===== src/rtl/alu_arbiter.sv =====
// Round-robin arbiter/sequencer sharing one ALU among N_REQ requesters.
// Ports: req_* (valid/ready operation in), alu_* (shared ALU drive/return),
//        rsp_* (valid/ready response out), busy (state != IDLE).
module alu_arbiter #(
    parameter int N_REQ = 4,
    parameter int WIDTH = 4,
    localparam int ID_W = $clog2(N_REQ)
) (
    input  logic                   clk,
    input  logic                   rst_n,
    input  logic [N_REQ-1:0]       req_valid,
    input  logic [N_REQ*WIDTH-1:0] req_a,
    input  logic [N_REQ*WIDTH-1:0] req_b,
    input  logic [N_REQ*3-1:0]     req_sel,
    output logic [N_REQ-1:0]       req_ready,
    output logic [WIDTH-1:0]       alu_a,
    output logic [WIDTH-1:0]       alu_b,
    output logic [2:0]             alu_sel,
    input  logic [WIDTH-1:0]       alu_result,
    output logic                   rsp_valid,
    input  logic                   rsp_ready,
    output logic [ID_W-1:0]        rsp_id,
    output logic [WIDTH-1:0]       rsp_result,
    output logic                   rsp_err,
    output logic                   busy
);

    localparam int CW = ID_W + 1;

    typedef enum logic [1:0] {
        IDLE,
        EXEC,
        RESP
    } state_t;

    state_t          state;
    logic [ID_W-1:0] rr_ptr;
    logic [ID_W-1:0] op_id;
    logic [ID_W-1:0] winner;
    logic            found;
    logic [ID_W-1:0] next_ptr;

    // Scan ptr, ptr+1, ... with wrap; first valid requester wins.
    always_comb begin
        logic [CW-1:0] cand;
        found  = 1'b0;
        winner = '0;
        cand   = '0;
        for (int k = 0; k < N_REQ; k++) begin
            cand = {1'b0, rr_ptr} + CW'(k);
            if (cand >= CW'(N_REQ)) begin
                cand = cand - CW'(N_REQ);
            end
            if (!found && req_valid[cand[ID_W-1:0]]) begin
                found  = 1'b1;
                winner = cand[ID_W-1:0];
            end
        end
    end

    assign next_ptr = (winner == ID_W'(N_REQ - 1)) ? '0 : winner + ID_W'(1);

    always_comb begin
        req_ready = '0;
        if (state == IDLE && found) begin
            req_ready[winner] = 1'b1;
        end
    end

    assign busy = (state != IDLE);

    always_ff @(posedge clk or negedge rst_n) begin
        if (!rst_n) begin
            state      <= IDLE;
            rr_ptr     <= '0;
            op_id      <= '0;
            alu_a      <= '0;
            alu_b      <= '0;
            alu_sel    <= '0;
            rsp_valid  <= 1'b0;
            rsp_id     <= '0;
            rsp_result <= '0;
            rsp_err    <= 1'b0;
        end else begin
            unique case (state)
                IDLE: begin
                    if (found) begin
                        alu_a   <= req_a[winner*WIDTH +: WIDTH];
                        alu_b   <= req_b[winner*WIDTH +: WIDTH];
                        alu_sel <= req_sel[winner*3 +: 3];
                        op_id   <= winner;
                        rr_ptr  <= next_ptr;
                        state   <= EXEC;
                    end
                end
                EXEC: begin
                    rsp_result <= alu_result;
                    rsp_id     <= op_id;
                    rsp_err    <= (alu_sel > 3'b100);
                    rsp_valid  <= 1'b1;
                    state      <= RESP;
                end
                RESP: begin
                    if (rsp_ready) begin
                        rsp_valid <= 1'b0;
                        state     <= IDLE;
                    end
                end
                default: begin
                    state <= IDLE;
                end
            endcase
        end
    end

endmodule


===== config.mk =====
export PLATFORM = sky130hd
export DESIGN_NAME = alu_arbiter
export DESIGN_NICKNAME = d
export VERILOG_FILES = /design/src/rtl/alu_arbiter.sv
export SDC_FILE = /design/constraint.sdc
export NUM_CORES = 1
export LEC_CHECK = 0
export BUFFER_PORTS_ARGS = -buffer_cell sky130_fd_sc_hd__buf_2
export CAP_MARGIN = 20
export CELL_PAD_IN_SITES_DETAIL_PLACEMENT = 1
export CELL_PAD_IN_SITES_GLOBAL_PLACEMENT = 2
export CORE_ASPECT_RATIO = 1.5
export CORE_UTILIZATION = 25
export CTS_CLUSTER_SIZE = 25
export DETAILED_ROUTE_END_ITERATION = 12
export PLACE_DENSITY_LB_ADDON = 0.1
export SYNTH_ARGS = -nofsm -noshare
export SYNTH_HDL_FRONTEND = slang
export SYNTH_SLANG_ARGS = --single-unit
export TNS_END_PERCENT = 20

===== constraint.sdc =====
create_clock -name clk -period 2.7 [get_ports clk]
set_clock_uncertainty 0.1 [all_clocks]
set_input_delay 0.27 -clock clk [delete_from_list [all_inputs] [get_ports clk]]
set_output_delay 0.27 -clock clk [all_outputs]
set_load 0.05 [all_outputs]

==> results.md, run 1 <==
* Status: finished clean
* Mapped Area at approximately 0.0014 sq mm
* DRC errors left at 0
* Filler cells at roughly 660
* Max_slew headroom at a little under half
* Starting DRT DRC Count at 24
* Top delay family on crit path: buffers and inverters
* Clk buf depth at 2
* Critical path's largest stage delay at about 460 ps
* Site Rows at 33
* Crit path launch type: flip-flop
* Layout cells sized above 1 at between 40 and 50%
* P&R area growth vs syn at 34.8%
* Layout Nets at 270
* Vias/cell at 4.70
* Critical-path maximum fanout at 14
* Clk Latency, worst-skew pair at 270 ps
* Global-route wire length before repair at around 6.7 mm
* Vias in the first global route at around 1,400
* Overall routing resource usage at between 10% and 20%
* Final core utilization at 35.2%
* Routed vias at between 1,000 and 1,500
* Post-synth cell types at 27
* Mapped Avg Cell Area at roughly 11 sq um
* CTS root buf: clkbuf_8
* CP required at 2330 ps
* Leak pwr at between 1 and 1.5 nW
* CP Cell Sequence: a21o_1 > a21oi_1 > o22ai_2 > inv_2 > ha_1 > and2_1 > buf_2
* Kind of critical path: flip-flop to output pin
* H-tree levels at 1
* Wirelength, routed at about 4 mm
* Power per cell area at between 1000 and 1500 mW/mm^2
* Slew Viols, Final at 0
* Initial Utilization at about a quarter
* First-pass DRT Iterations at 3
* Slowest-stage cell, CP: dfrtp_1
* Synth warn at 0
* Worst-margin pin slew at a little under 800 ps
* CTS tree: done
* Kind of end point of the critical path: output pin
* Post-Syn Nets at approximately 190
* Tcrit/Tclk final at approximately nine tenths
* Setup-failing EPs final at 0
* Grt ovf at 0
* Buf+Inv Stages, Crit Path at 2
* Die height at between 90 and 100 um
* Crit path DAT at slightly above 2000 ps
* IR drop worst, VDD at approximately 0.42 mV
* Die outline width at roughly 64 um
* Core area at about 0.0055 sq mm
* MaxCap Viol Count at 0
* Largest net degree at the start of global routing at 27
* IO buf count at 78
* Initial antenna violation count at 0
* Die area at approximately 0.0060 sq mm
* HPWL Detailed at about 3.2 mm
* Tot Pwr at 2.49 mW
* Synth Register Bits at 25
* Ant. Diodes at 0
* Num CTS Buffers at 3
* CTS Sinks at 25
* F_max at ~420 MHz
* Drt wl/cell at ~14 um
* Clock slew at reported path FFs at ~90 ps
* Fin. Hold Viols at 0
* Synth Instances at between 100 and 150
* I/O pins at 79
* RSZ-0062 raised after global routing: false
* ANT nets after route at 0
* TNS Setup at 0 ps
* Final Wtd Congestion at approximately 0.69
* Post-CTS setup buffers at 0
* Sequential share of the synthesized area at a little over two fifths
* Hold crit path type: input port to flip-flop
* Fin crit period at between 2000 and 2500 ps
-- metal layers --
metal,part of all wire [%],vias to the layer above,track usage (%)
met2,55,42,28.1
met4,0.81,0,2.84
li1,-,646,-
met3,4.4,4,1.69
met1,40,639,16.1
met5,0,-,0
-- repair_timing --
item / CTS / global route
gates resized for setup: 0 / 0
hold endpoints to repair: 25 / 0
setup endpoints to repair: 0 / 0
hold buffers: 1 / 0
-- layout by cell type (no fill, tap or decap), types with 3 or more instances in the layout --
cell	netlist	final
a211o_1	11	11
a21oi_1	3	3
buf_2	4	78
buf_4	0	4
clkbuf_8	0	3
dfrtp_1	25	25
inv_1	4	4
inv_2	3	3
mux2_1	6	6
mux2i_1	22	22
nand2_1	7	7
nor2_1	3	3
nor3_1	24	24
-- power breakdown --
part / leakage [nW] / internal (mW) / total, mW / switching (mW)
Sequential: 0.304 / 0.562 / 0.682 / 0.121
Combinational: 0.733 / 0.493 / 1.58 / 1.09
Clock: 0.0255 / 0.103 / 0.228 / 0.125
Total: 1.06 / 1.16 / 2.49 / 1.33
-- state kept, by name, indices dropped and copies added (netlist names) --
name        cells
rsp_valid       1
rsp_id          2
alu_b           4
op_id           2
rr_ptr          2
rsp_result      4
rsp_err         1
alu_sel         3
state           2
alu_a           4
-- synth_stat cells --
master,number,area share [%]
o22ai_2,1,0.87
mux2_1,6,4.7
nor2b_1,1,0.44
ha_1,1,0.87
o21ai_0,1,0.35
inv_2,3,0.79
a21o_1,2,1.0
buf_2,4,1.4
a211o_1,11,6.7
mux2_4,1,1.0
nor2_1,3,0.79
mux2i_1,22,15
nand2_1,7,1.8
or2_1,2,0.87
nor3_1,24,8.4
buf_8,2,2.1
o211ai_1,1,0.52
clkbuf_1,4,1.0
o221ai_4,1,1.8
and2_1,1,0.44
or3b_1,1,0.61
o21ai_1,2,0.70
a21boi_1,2,1.0
a21oi_1,3,1.0
dfrtp_1,25,44
nor4_1,1,0.44
inv_1,4,1.0
-- per-stage QoR --
stage | instance area [sq um] | instances | hold WS, ps | setup slack, ps
2_1_floorplan | 1430 | 136 | -126 | -155
3_5_place_dp | 1880 | 278 | 223 | 535
3_3_place_gp | 1880 | 278 | 215 | 591
4_1_cts | 1930 | 283 | 103 | 271
5_1_grt | 1930 | 283 | 115 | 111
6_report | 1930 | 283 | 110 | 308
-- area by class of cell --
cell class | instances | area (sq um) | share of cell area, %
well taps | 70 | 87.6 | 4.53
inverters | 7 | 26.3 | 1.36
multi-input cells | 94 | 716 | 37.0
flip-flops and latches | 25 | 626 | 32.4
repair buffers | 83 | 430 | 22.3
clock inverters | 1 | 5.00 | 0.259
clock buffers | 3 | 41.3 | 2.14
-- cell families after synthesis --
kind of cell             synth area share [%]
AND/OR/NAND/NOR                          13.8
multiplexers                             21.1
flip-flops                               43.7
AO/OA/AOI/OAI                            14.1
buffers and inverters                    6.38
adder cells (fa/ha/maj)                 0.873
-- final timing paths --
kind	cells after the start	startpoint	slack [ps]	endpoint
setup / recovery	7	rr_ptr[1]	310	req_ready[3]
hold / removal	2	alu_result[2]	110	rsp_result[2]
setup reg to reg	6	rr_ptr[1]	530	alu_b[1]
hold reg to reg	1	rsp_result[2]	390	rsp_result[2]
max in group asynchronous	2	rst_n	1660	op_id[0]
min in group asynchronous	2	rst_n	440	rr_ptr[1]
(Power assumes the default switching activity.)
==> run 2, diff against run 1 <==
--- a/config.mk
+++ b/config.mk
@@ -14,6 +14,7 @@
 export CTS_CLUSTER_SIZE = 25
 export DETAILED_ROUTE_END_ITERATION = 12
 export PLACE_DENSITY_LB_ADDON = 0.1
+export SETUP_SLACK_MARGIN = 0.4
 export SYNTH_ARGS = -nofsm -noshare
 export SYNTH_HDL_FRONTEND = slang
 export SYNTH_SLANG_ARGS = --single-unit
==> run 2 against run 1 <==
Net effect:
- worst hold slack worse by 6.4 ps
- setup slack better by 160 ps
- highest routed layer unchanged
- largest power group unchanged
- sequential power hardly changed
==> results.md, run 2 (synthesis gave the netlist of run 1 again) <==
* Top Registers: alu_a x4, alu_b x4, rsp_result x4
* R2R cell count at 6
* First-pass DRT Iterations at 3
* I/O pins at slightly below 80
* MaxCap Viol Count at 0
* Routed vias at 1,349
* Slew Viols, Final at 0
* Die height at 94.7 um
* Buf+Inv Stages, Crit Path at 2
* Endpoint, Worst Hold: rsp_result[0]
* IR drop worst, VDD at 0.384 mV
* Ant. Diodes at 0
* CTS root buf: clkbuf_8
* Top delay family on crit path: flip-flops
* CTS Sinks at 25
* Crit path launch type: flip-flop
* Die area at about 0.0060 sq mm
* Initial Utilization at roughly a quarter
* Num CTS Buffers at 3
* ANT nets after route at 0
* Power per cell area at 1290 mW/mm^2
* Non-Filler Instances at 285
* Setup-failing EPs final at 0
* DRC errors left at 0
* Fin. Hold Viols at 0
* Commonest non-fill, non-tap cell in the layout: buf_2
* HPWL Detailed at between 3 and 4 mm
* Worst Hold Launch: alu_result[0]
* Clk buf depth at 2
* Kind of end point of the critical path: output pin
* Worst R2R Start: rr_ptr[1]
* Core area at approximately 0.0055 sq mm
* Placed cell count at roughly 280
* F_max at about 450 MHz
* Crit path DAT at 1860 ps
* CP Cell Sequence: mux2_4 > o221ai_4 > inv_2 > ha_1 > and2_1 > buf_4
* Critical path's largest stage delay at ~460 ps
* Initial antenna violation count at 0
* Max_slew headroom at roughly half
* Final core utilization at 35.9%
* Fin crit period at roughly 2200 ps
* Vias in the first global route at approximately 1,500
* Clk Latency, worst-skew pair at about 270 ps
* Hold crit path type: input port to flip-flop
* Layout cells sized above 1 at between 40% and 50%
* P&R area growth vs syn at 37.6%
* Drt wl/cell at approximately 15 um
* Slowest-stage cell, CP: dfrtp_2
* Largest net degree at the start of global routing at 27
* Vias/cell at 4.73
* Leak pwr at 1.07 nW
* Grt ovf at 0
* Overall routing resource usage at between 10 and 15%
* TNS Setup at 0 ps
* Starting DRT DRC Count at 25
* Placed cell area at roughly 0.0019 sq mm
* Layout Nets at around 270
* Global-route wire length before repair at about 6.8 mm
* Filler cells at ~660
* Status: finished clean
* RSZ-0062 raised after global routing: true
* Critical-path maximum fanout at 6
* CTS tree: done
* WHS Path Cells at 2
* Final Wtd Congestion at 0.660
* R2R setup slack at 540 ps
* Final worst slack at roughly 470 ps
* CP required at roughly 2300 ps
* Kind of critical path: flip-flop to output pin
* Worst-margin pin slew at 737 ps
* Site Rows at 33
* IO buf count at 78
* Clock slew at reported path FFs at roughly 100 ps
* Commonest cells after routing, fill and taps aside: 75 x buf_2, 24 x dfrtp_1, 22 x mux2i_1, 22 x nor3_1, 11 x a211o_1
* Tcrit/Tclk final at between 80% and 90%
* Final Instance Area at ~0.0020 sq mm
* Wirelength, routed at between 4 and 5 mm
* Worst r2r dst: alu_b[1]
* Die outline width at between 60 and 70 um
* Pre-CTS WS at about 500 ps
* H-tree levels at 1
## run 2: cell count changes in the layout (fill, tap and decap cells not counted)
cell and change:
buf_2 -3, buf_4 +4, clkbuf_4 +1, clkinv_2 -1, clkinvlp_4 +1, dfrtp_1 -1
dfrtp_2 +1, inv_2 -1, inv_4 +1, nor3_1 -2, nor3_2 +2
## run 2: report_power, final
part / leakage [nW] / internal, mW / switching [mW]
registers: 0.303 / 0.563 / 0.122
clock network: 0.0217 / 0.105 / 0.127
logic: 0.745 / 0.516 / 1.10
total: 1.07 / 1.18 / 1.35
## run 2: cell type report
| class | instances | area, sq um | share of cell area, % |
|---|---|---|---|
| Sequential cell | 25 | 627 | 31.8 |
| Multi-Input combinational cell | 94 | 726 | 36.8 |
| Tap cell | 70 | 87.6 | 4.44 |
| Timing Repair Buffer | 85 | 453 | 23.0 |
| Inverter | 7 | 28.8 | 1.46 |
| Clock buffer | 3 | 41.3 | 2.10 |
| Clock inverter | 1 | 7.51 | 0.381 |
## run 2: worst max-delay path by stage
stage / startpoint / endpoint / cells past startpoint
after detailed placement: rr_ptr[1] / alu_b[1] / 6
after CTS: rr_ptr[1] / req_ready[2] / 6
after floorplan: state[1] / req_ready[0] / 5
after global placement: rr_ptr[1] / alu_a[3] / 6
final: rr_ptr[1] / req_ready[3] / 6
after global routing: rr_ptr[1] / req_ready[3] / 6
## run 2: per-layer routing
| metal | part of all wire, % | global-route usage (%) | up-vias |
|---|---|---|---|
| met1 | 38 | 15.6 | 651 |
| li1 | - | - | 653 |
| met4 | 0.60 | 4.92 | 0 |
| met3 | 5.6 | 2.54 | 2 |
| met5 | 0 | 0 | - |
| met2 | 56 | 27.7 | 43 |
## run 2: repair_timing
item | in CTS | in global routing
setup endpoints to repair | 1 | 4
endpoints found under the hold margin | 25 | 0
hold buffers | 1 | 0
pin swaps | 0 | 0
setup buffers | 2 | 0
gates resized for setup | 2 | 4
## run 2: stage by stage
step	hold slack, ps	total power [mW]
after CTS	94.6	2.57
after global routing	94.4	2.71
after detailed placement	222	2.31
final	103	2.54
after floorplan	-126	1.94
after global placement	216	2.26
## run 2: worst register-to-register path, stage by stage (launching register included)
cell      delay, ps
dfrtp_2         460
mux2_4          330
o221ai_4        190
buf_4           380
mux2i_1         270
nor3_1           70
a211o_1         260
